`src/rtl/cs_result_buffer.sv`:
```
// CS result buffer: warm-up qualifier, FWFT FIFO, sticky overflow.
// Optional running maximum on `peak` when CS_PEAK_EN is defined.
module cs_result_buffer #(
  parameter int DW     = 10,
  parameter int DEPTH  = 8,
  parameter int WARMUP = 9
) (
  input  logic                     clk,
  input  logic                     reset,
  input  logic [DW-1:0]            y_in,
  input  logic                     flush,
  input  logic                     clr_ovf,
  output logic [DW-1:0]            out_data,
  output logic                     out_valid,
  input  logic                     out_ready,
  output logic [$clog2(DEPTH):0]   level,
  output logic                     ovf,
  output logic [DW-1:0]            peak
);

  localparam int AW = $clog2(DEPTH);
  localparam int LW = AW + 1;
  localparam int CW = $clog2(WARMUP + 1);

  typedef enum logic {
    WARM,
    RUN
  } st_e;

  st_e           st_q;
  logic [CW-1:0] wcnt_q;
  logic [AW-1:0] wptr_q, wptr_d;
  logic [AW-1:0] rptr_q, rptr_d;
  logic [LW-1:0] level_q, level_d;
  logic          ovf_q, ovf_d;
  logic [DW-1:0] mem_q [DEPTH];

  logic push, pop, full, acc, drop;

  always_ff @(posedge clk or negedge reset) begin
    if (!reset) begin
      st_q   <= WARM;
      wcnt_q <= '0;
    end else if (st_q == WARM) begin
      wcnt_q <= wcnt_q + CW'(1);
      if (wcnt_q == CW'(WARMUP - 1)) st_q <= RUN;
    end
  end

  assign push = (st_q == RUN);
  assign pop  = out_valid && out_ready;
  assign full = (level_q == LW'(DEPTH));
  // A full FIFO still accepts when the head leaves on the same edge.
  assign acc  = push && !flush && (!full || pop);
  assign drop = push && !flush && full && !pop;

  always_comb begin
    wptr_d  = wptr_q + AW'(acc);
    rptr_d  = rptr_q + AW'(pop);
    level_d = level_q + LW'(acc) - LW'(pop);
    ovf_d   = (ovf_q && !clr_ovf) || drop;
    if (flush) begin
      wptr_d  = '0;
      rptr_d  = '0;
      level_d = '0;
    end
  end

  always_ff @(posedge clk or negedge reset) begin
    if (!reset) begin
      wptr_q  <= '0;
      rptr_q  <= '0;
      level_q <= '0;
      ovf_q   <= 1'b0;
    end else begin
      wptr_q  <= wptr_d;
      rptr_q  <= rptr_d;
      level_q <= level_d;
      ovf_q   <= ovf_d;
    end
  end

  always_ff @(posedge clk) begin
    if (acc) mem_q[wptr_q] <= y_in;
  end

  assign out_valid = (level_q != '0);
  assign out_data  = out_valid ? mem_q[rptr_q] : '0;
  assign level     = level_q;
  assign ovf       = ovf_q;

`ifdef CS_PEAK_EN
  logic [DW-1:0] peak_q;

  always_ff @(posedge clk or negedge reset) begin
    if (!reset) begin
      peak_q <= '0;
    end else if (flush) begin
      peak_q <= '0;
    end else if (acc && (y_in > peak_q)) begin
      peak_q <= y_in;
    end
  end

  assign peak = peak_q;
`else
  assign peak = '0;
`endif

endmodule

```
`config.mk`:
```
export PLATFORM = sky130hd
export DESIGN_NAME = cs_result_buffer
export DESIGN_NICKNAME = d
export VERILOG_FILES = /design/src/rtl/cs_result_buffer.sv
export SDC_FILE = /design/constraint.sdc
export NUM_CORES = 1
export LEC_CHECK = 0
export CORE_ASPECT_RATIO = 0.5
export CORE_MARGIN = 2
export CORE_UTILIZATION = 40
export DETAILED_ROUTE_END_ITERATION = 16
export GPL_ROUTABILITY_DRIVEN = 0
export HOLD_SLACK_MARGIN = 0.1
export PLACE_DENSITY = 0.66
export SYNTH_ARGS = -nofsm -noshare
export SYNTH_HDL_FRONTEND = slang
export SYNTH_SLANG_ARGS = --single-unit
```
`constraint.sdc`:
```
create_clock -name clk -period 3.61 [get_ports clk]
set_clock_uncertainty 0.1 [all_clocks]
set_input_delay 0.5415 -clock clk [delete_from_list [all_inputs] [get_ports clk]]
set_output_delay 0.5415 -clock clk [all_outputs]
set_load 0.02 [all_outputs]
```
**Word level (Yosys, flattened, before mapping)**

Memory sizes are Yosys's and may differ from the RTL's.
Index checks and enable logic that the tools add are counted.
Widths: inputs -> output; s select.

- $add $sub $neg: 5
- Equality and inequality tests: 2
- Muxes and demuxes: 8
- Reductions and logical operators: 13

Operators by type and width:

| cell | number |
|---|---|
| $mux 10 | 1 |
| $eq 4x4->1 const B | 2 |
| $add 3x1->3 | 2 |
| $logic_and 1x1->1 | 6 |
| $mux 3 | 2 |
| $add 4x1->4 | 1 |
| $add 4x1->4 const B | 1 |
| $logic_not 1->1 | 4 |
| $mux 1 | 4 |
| $mux 4 | 1 |
| $reduce_bool 4->1 | 1 |
| $sub 4x1->4 | 1 |
| $logic_or 1x1->1 | 2 |

- Flip-flop bits (word level): 16
- Bits in writable memories: 80
- Bits of input ports: 15
- Output and inout bits: 26
- Logic and storage cells: 35
- Memories: 1

Memory list:

| memory | depth | bits a word | rd ports | clocked after Yosys merged registers in | write ports | RTL line | RTL |
|---|---|---|---|---|---|---|---|
| mem_q | 8 | 10 | 1 | 0 | 1 | 36 | `logic [DW-1:0] mem_q [DEPTH];` |

**Logic depth before layout (Yosys ltp)**

- Word-level depth: 7
- Mapped depth: 10
- Gate-level depth less buffers: 10

**Least setup slack after synthesis**

OpenSTA, ideal clock, no wires.

- Path type: reg-to-reg
- Start point: register level_q[2], in the netlist level[2]
- End point: memory mem_q[2][0], enable pin
- Setup time: 407 ps
- Data arrival time: 2317 ps
- Required time: 3103 ps
- Slack: 785 ps
- Stages on the path, launching flop included: 6
- Buffers on the path: 0
- Clock period less this slack: 2825 ps
- Path through: dfrtp_1 > inv_1 > ha_1 > nand2b_1 > a31o_2 > nor4b_1

- Cells in the longest elaborated chain, start to end: 6
- Elaborated cells between the ends (all ways): 8
- Classes of those cells: eq/ne (1); mux (2); reduce/logical (5)

RTL lines:

| what | RTL line | RTL |
|---|---|---|
| start, declared | 34 | `logic [LW-1:0] level_q, level_d;` |
| start signal, assigned | 78 | `level_q <= level_d;` |
| $eq 4x4->1 / $reduce_bool 4->1 (equally long branches) | 52, 87 |  |
| $logic_not 1->1 / $logic_and 1x1->1 (equally long branches) | 54, 51 |  |
| $logic_or 1x1->1 (*) | 54 | `assign acc = push && !flush && (!full \|\| pop);` |
| $logic_and 1x1->1 (*) | 54 |  |
| $mux 1 (*) | 84 | `if (acc) mem_q[wptr_q] <= y_in;` |
| $mux 1 (not written as such) (*) | 84 |  |
| end, declared | 36 |  |

Mark *: on every way between the ends. The rest lies on a longest branch, timed or not.

**Final worst setup path**

- Start point: register level_q[2], in the netlist level[2]
- End point: output port out_data[2]

- Cells in the longest elaborated chain, start to end: 2

RTL lines:

| what | RTL line | RTL |
|---|---|---|
| $reduce_bool 4->1 | 87 | `assign out_valid = (level_q != '0);` |
| $mux 10 | 88 | `assign out_data = out_valid ? mem_q[rptr_q] : '0;` |
| end, declared | 13 | `output logic [DW-1:0] out_data,` |

No other way between the ends.

==> metrics <==
number of max-cap violations=0; CP arrival=roughly 2.6 ns; endpoints failing setup=0; CP Max Fanout=10; global route overflow=0; Worst-path clk slew=roughly 0.060 ns; Finished Layout Cells=400; Layout fillers=between 800 and 900; syn_area_per_cell=between 15 and 20 um^2; Initial Utilization=a little over two fifths; post-place setup slack=approximately 0.52 ns; final worst slack=about 0.35 ns; HPWL Detailed=4.40 mm; Worst Setup End Kind=primary output; status=completed; hold_ws=0.383 ns; clk buf depth=2; Chip Width=~150 um; slowest stage delay, CP=~0.53 ns; sequential area share after synthesis=between 60% and 70%; Pre-antenna DRT Iters=4; initial antenna violation count=0; fmax=0.307 GHz; Critical Path Source Type=register; Mapped Cells=217; worst setup path startpoint=level[2]$_DFF_PN0_; Critical Path, Cell by Cell=inv_1 > ha_1 > nor3b_2 > inv_2 > and2_1 > a22o_1 > clkdlybuf4s50_1; I/O pins=41; H-tree levels=3; Fin. Hold Viols=0; via count=roughly 2k; Worst VDD drop=just over 0.3 mV; YS warnings=0; Synth Register Bits=96; Core Rows=25; first-pass GRT wire length=between 10 and 15 mm; DRC=0; IO Port Bufs=30; Synth Flop Type=edfxtp_1; Worst R2R Start=level[2]$_DFF_PN0_; Tcrit/Tclk final=between 90% and 100%; DR iter-0 viols=between 100 and 150; CP max-delay cell=clkdlybuf4s50_1; placed cells=approximately 380; TritonCTS Buffers=9; clk_lat worst skew=0.34 ns; static leakage=1.69 nW; Slew Viols, Final=0; die outline height=around 75 um; share of cells above drive strength 1=17.7%; Tmin final=roughly 3.3 ns; Worst Hold Class=reg2reg; buffer count from post-CTS setup fixing=0; die area=about 11000 um^2; clock sinks=between 90 and 100; Post-CTS Hold Fix Bufs=0; Netlist cell types=38; WS Path Type=reg2out; start point of the worst hold path=wcnt_q[3]$_DFFE_PN0N_; WL final=7.01 mm; largest net degree at the start of global routing=21; antenna cells=0; Post-synth EDFFs=80; setup TNS=0 ns; DR WL/cell=about 18 um; synthesis-to-finish area growth=19.3%; area of the core=9600 um^2; CTS tree=built; Slew headroom=50.7%; Root Buffer=clkbuf_16; post-route ant nets=0; number of global-route vias before repair=between 2k and 2.5k; All-Layer GR Usage=between 10 and 15%; Post-Syn Area=~4000 um^2; Pwr Density=692 nW/um^2; RSZ-0062 raised after global routing=false; drt via density=4.98; Worst Max-Slew Pin Slew=~0.74 ns; Pwr Total=between 0.003 and 0.004 W; # nets final=286; Resized cells post-CTS=0; Critical Path RT=2.97 ns; FFs w/ async S/R, synth=16.7%
## through the flow
| step | utilization (%) | instance area, um^2 |
|---|---|---|
| final | 49.9 | 4800 |
| after global routing | 49.9 | 4800 |
| after CTS | 49.9 | 4790 |
| after detailed placement | 46.7 | 4480 |
| after global placement | 46.7 | 4480 |
| after floorplan | - | 4060 |
## cell usage after synthesis, types with 2 or more instances
cell | n | area [um^2]
clkbuf_1 | 4 | 15.0
o21ai_0 | 2 | 10.0
mux4_2 | 12 | 270
inv_1 | 9 | 33.8
ha_1 | 10 | 125
a21oi_1 | 2 | 10.0
a22o_1 | 10 | 87.6
nor3_1 | 3 | 15.0
nor2_1 | 9 | 33.8
nor2b_1 | 6 | 37.5
xnor2_1 | 6 | 52.6
nand3_1 | 2 | 10.0
buf_6 | 2 | 22.5
buf_4 | 10 | 75.1
mux4_1 | 8 | 210
nand2b_1 | 4 | 25.0
dfrtp_1 | 16 | 400
edfxtp_1 | 80 | 2400
nand2_1 | 2 | 7.51
mux2_2 | 2 | 22.5
## worst max-delay path: cells and delay by family (launching register included)
family	cells	cell delay [ns]
buffers and inverters	3	0.74
AND/OR/NAND/NOR	2	0.70
flip-flops	1	0.38
AO/OA/AOI/OAI	1	0.29
adder cells (fa/ha/maj)	1	0.17
## where the power goes
part / total, W / switching, W / internal, W
Combinational: 0.00101 / 0.000516 / 0.000497
Clock: 0.000962 / 0.000411 / 0.000551
Sequential: 0.00134 / 0.0000487 / 0.00130
## flip-flops by register name (all words and copies together) (netlist names)
register,cells
rptr_q,3
ovf,1
mem_q,80
wptr_q,3
level,4
wcnt_q,4
push,1
## final timing paths
path,endpoint,slack [ns],depth (start not counted)
min in group asynchronous,rptr_q[2]$_DFF_PN0_,0.54,1
min,wcnt_q[3]$_DFFE_PN0N_,0.38,1
min reg2reg,wcnt_q[3]$_DFFE_PN0N_,0.38,1
max reg2reg,level[3]$_DFF_PN0_,1.12,10
max in group asynchronous,wptr_q[1]$_DFF_PN0_,2.40,1
max,out_data[2],0.35,7
## metal layers
metal | track usage (%) | share of wire, % | vias up | wire [um]
li1 | - | - | 920 | -
met5 | 0 | 0 | - | 0
met2 | 23.6 | 48 | 63 | 3360
met4 | 4.25 | 0.68 | 0 | 48
met3 | 5.64 | 7.8 | 2 | 544
met1 | 17.1 | 44 | 1006 | 3060
## kinds of logic after synthesis
kind of cell | Yosys count | synth area share, %
AOI/OAI and AO/OA | 19 | 3.67
xor gates and xnor gates | 6 | 1.31
adders and majority gates | 11 | 3.61
buffers and inverters | 28 | 4.36
DFF | 96 | 69.7
muxes | 22 | 12.5
other | 1 | 0.0933
and+or+nand+nor | 34 | 4.76
## cell usage in the layout, fill, tap and decap left out, drive strengths merged, types with 2 or more instances in the layout
cell type / count
nor2: 9
conb: 10
inv: 13
clkinv: 2
nand2: 2
mux2: 2
mux4: 20
o21ai: 2
a22o: 10
edfxtp: 80
clkbuf: 9
nand3: 2
nand2b: 4
buf: 11
ha: 10
xnor2: 6
dfrtp: 16
a21oi: 2
clkdlybuf4s50: 30
nor3b: 2
nor3: 3
nor2b: 6
## layout make-up
class	instances	area (um^2)	share of cell area, %
repair buffers	41	383	7.98
flip-flops and latches	96	2800	58.4
clock inverters	7	86.3	1.80
inverters	10	37.5	0.783
well taps	135	169	3.52
clock buffers	9	225	4.70
multi-input cells	102	1090	22.8
Note: power is estimated with default switching activity, not from simulation.
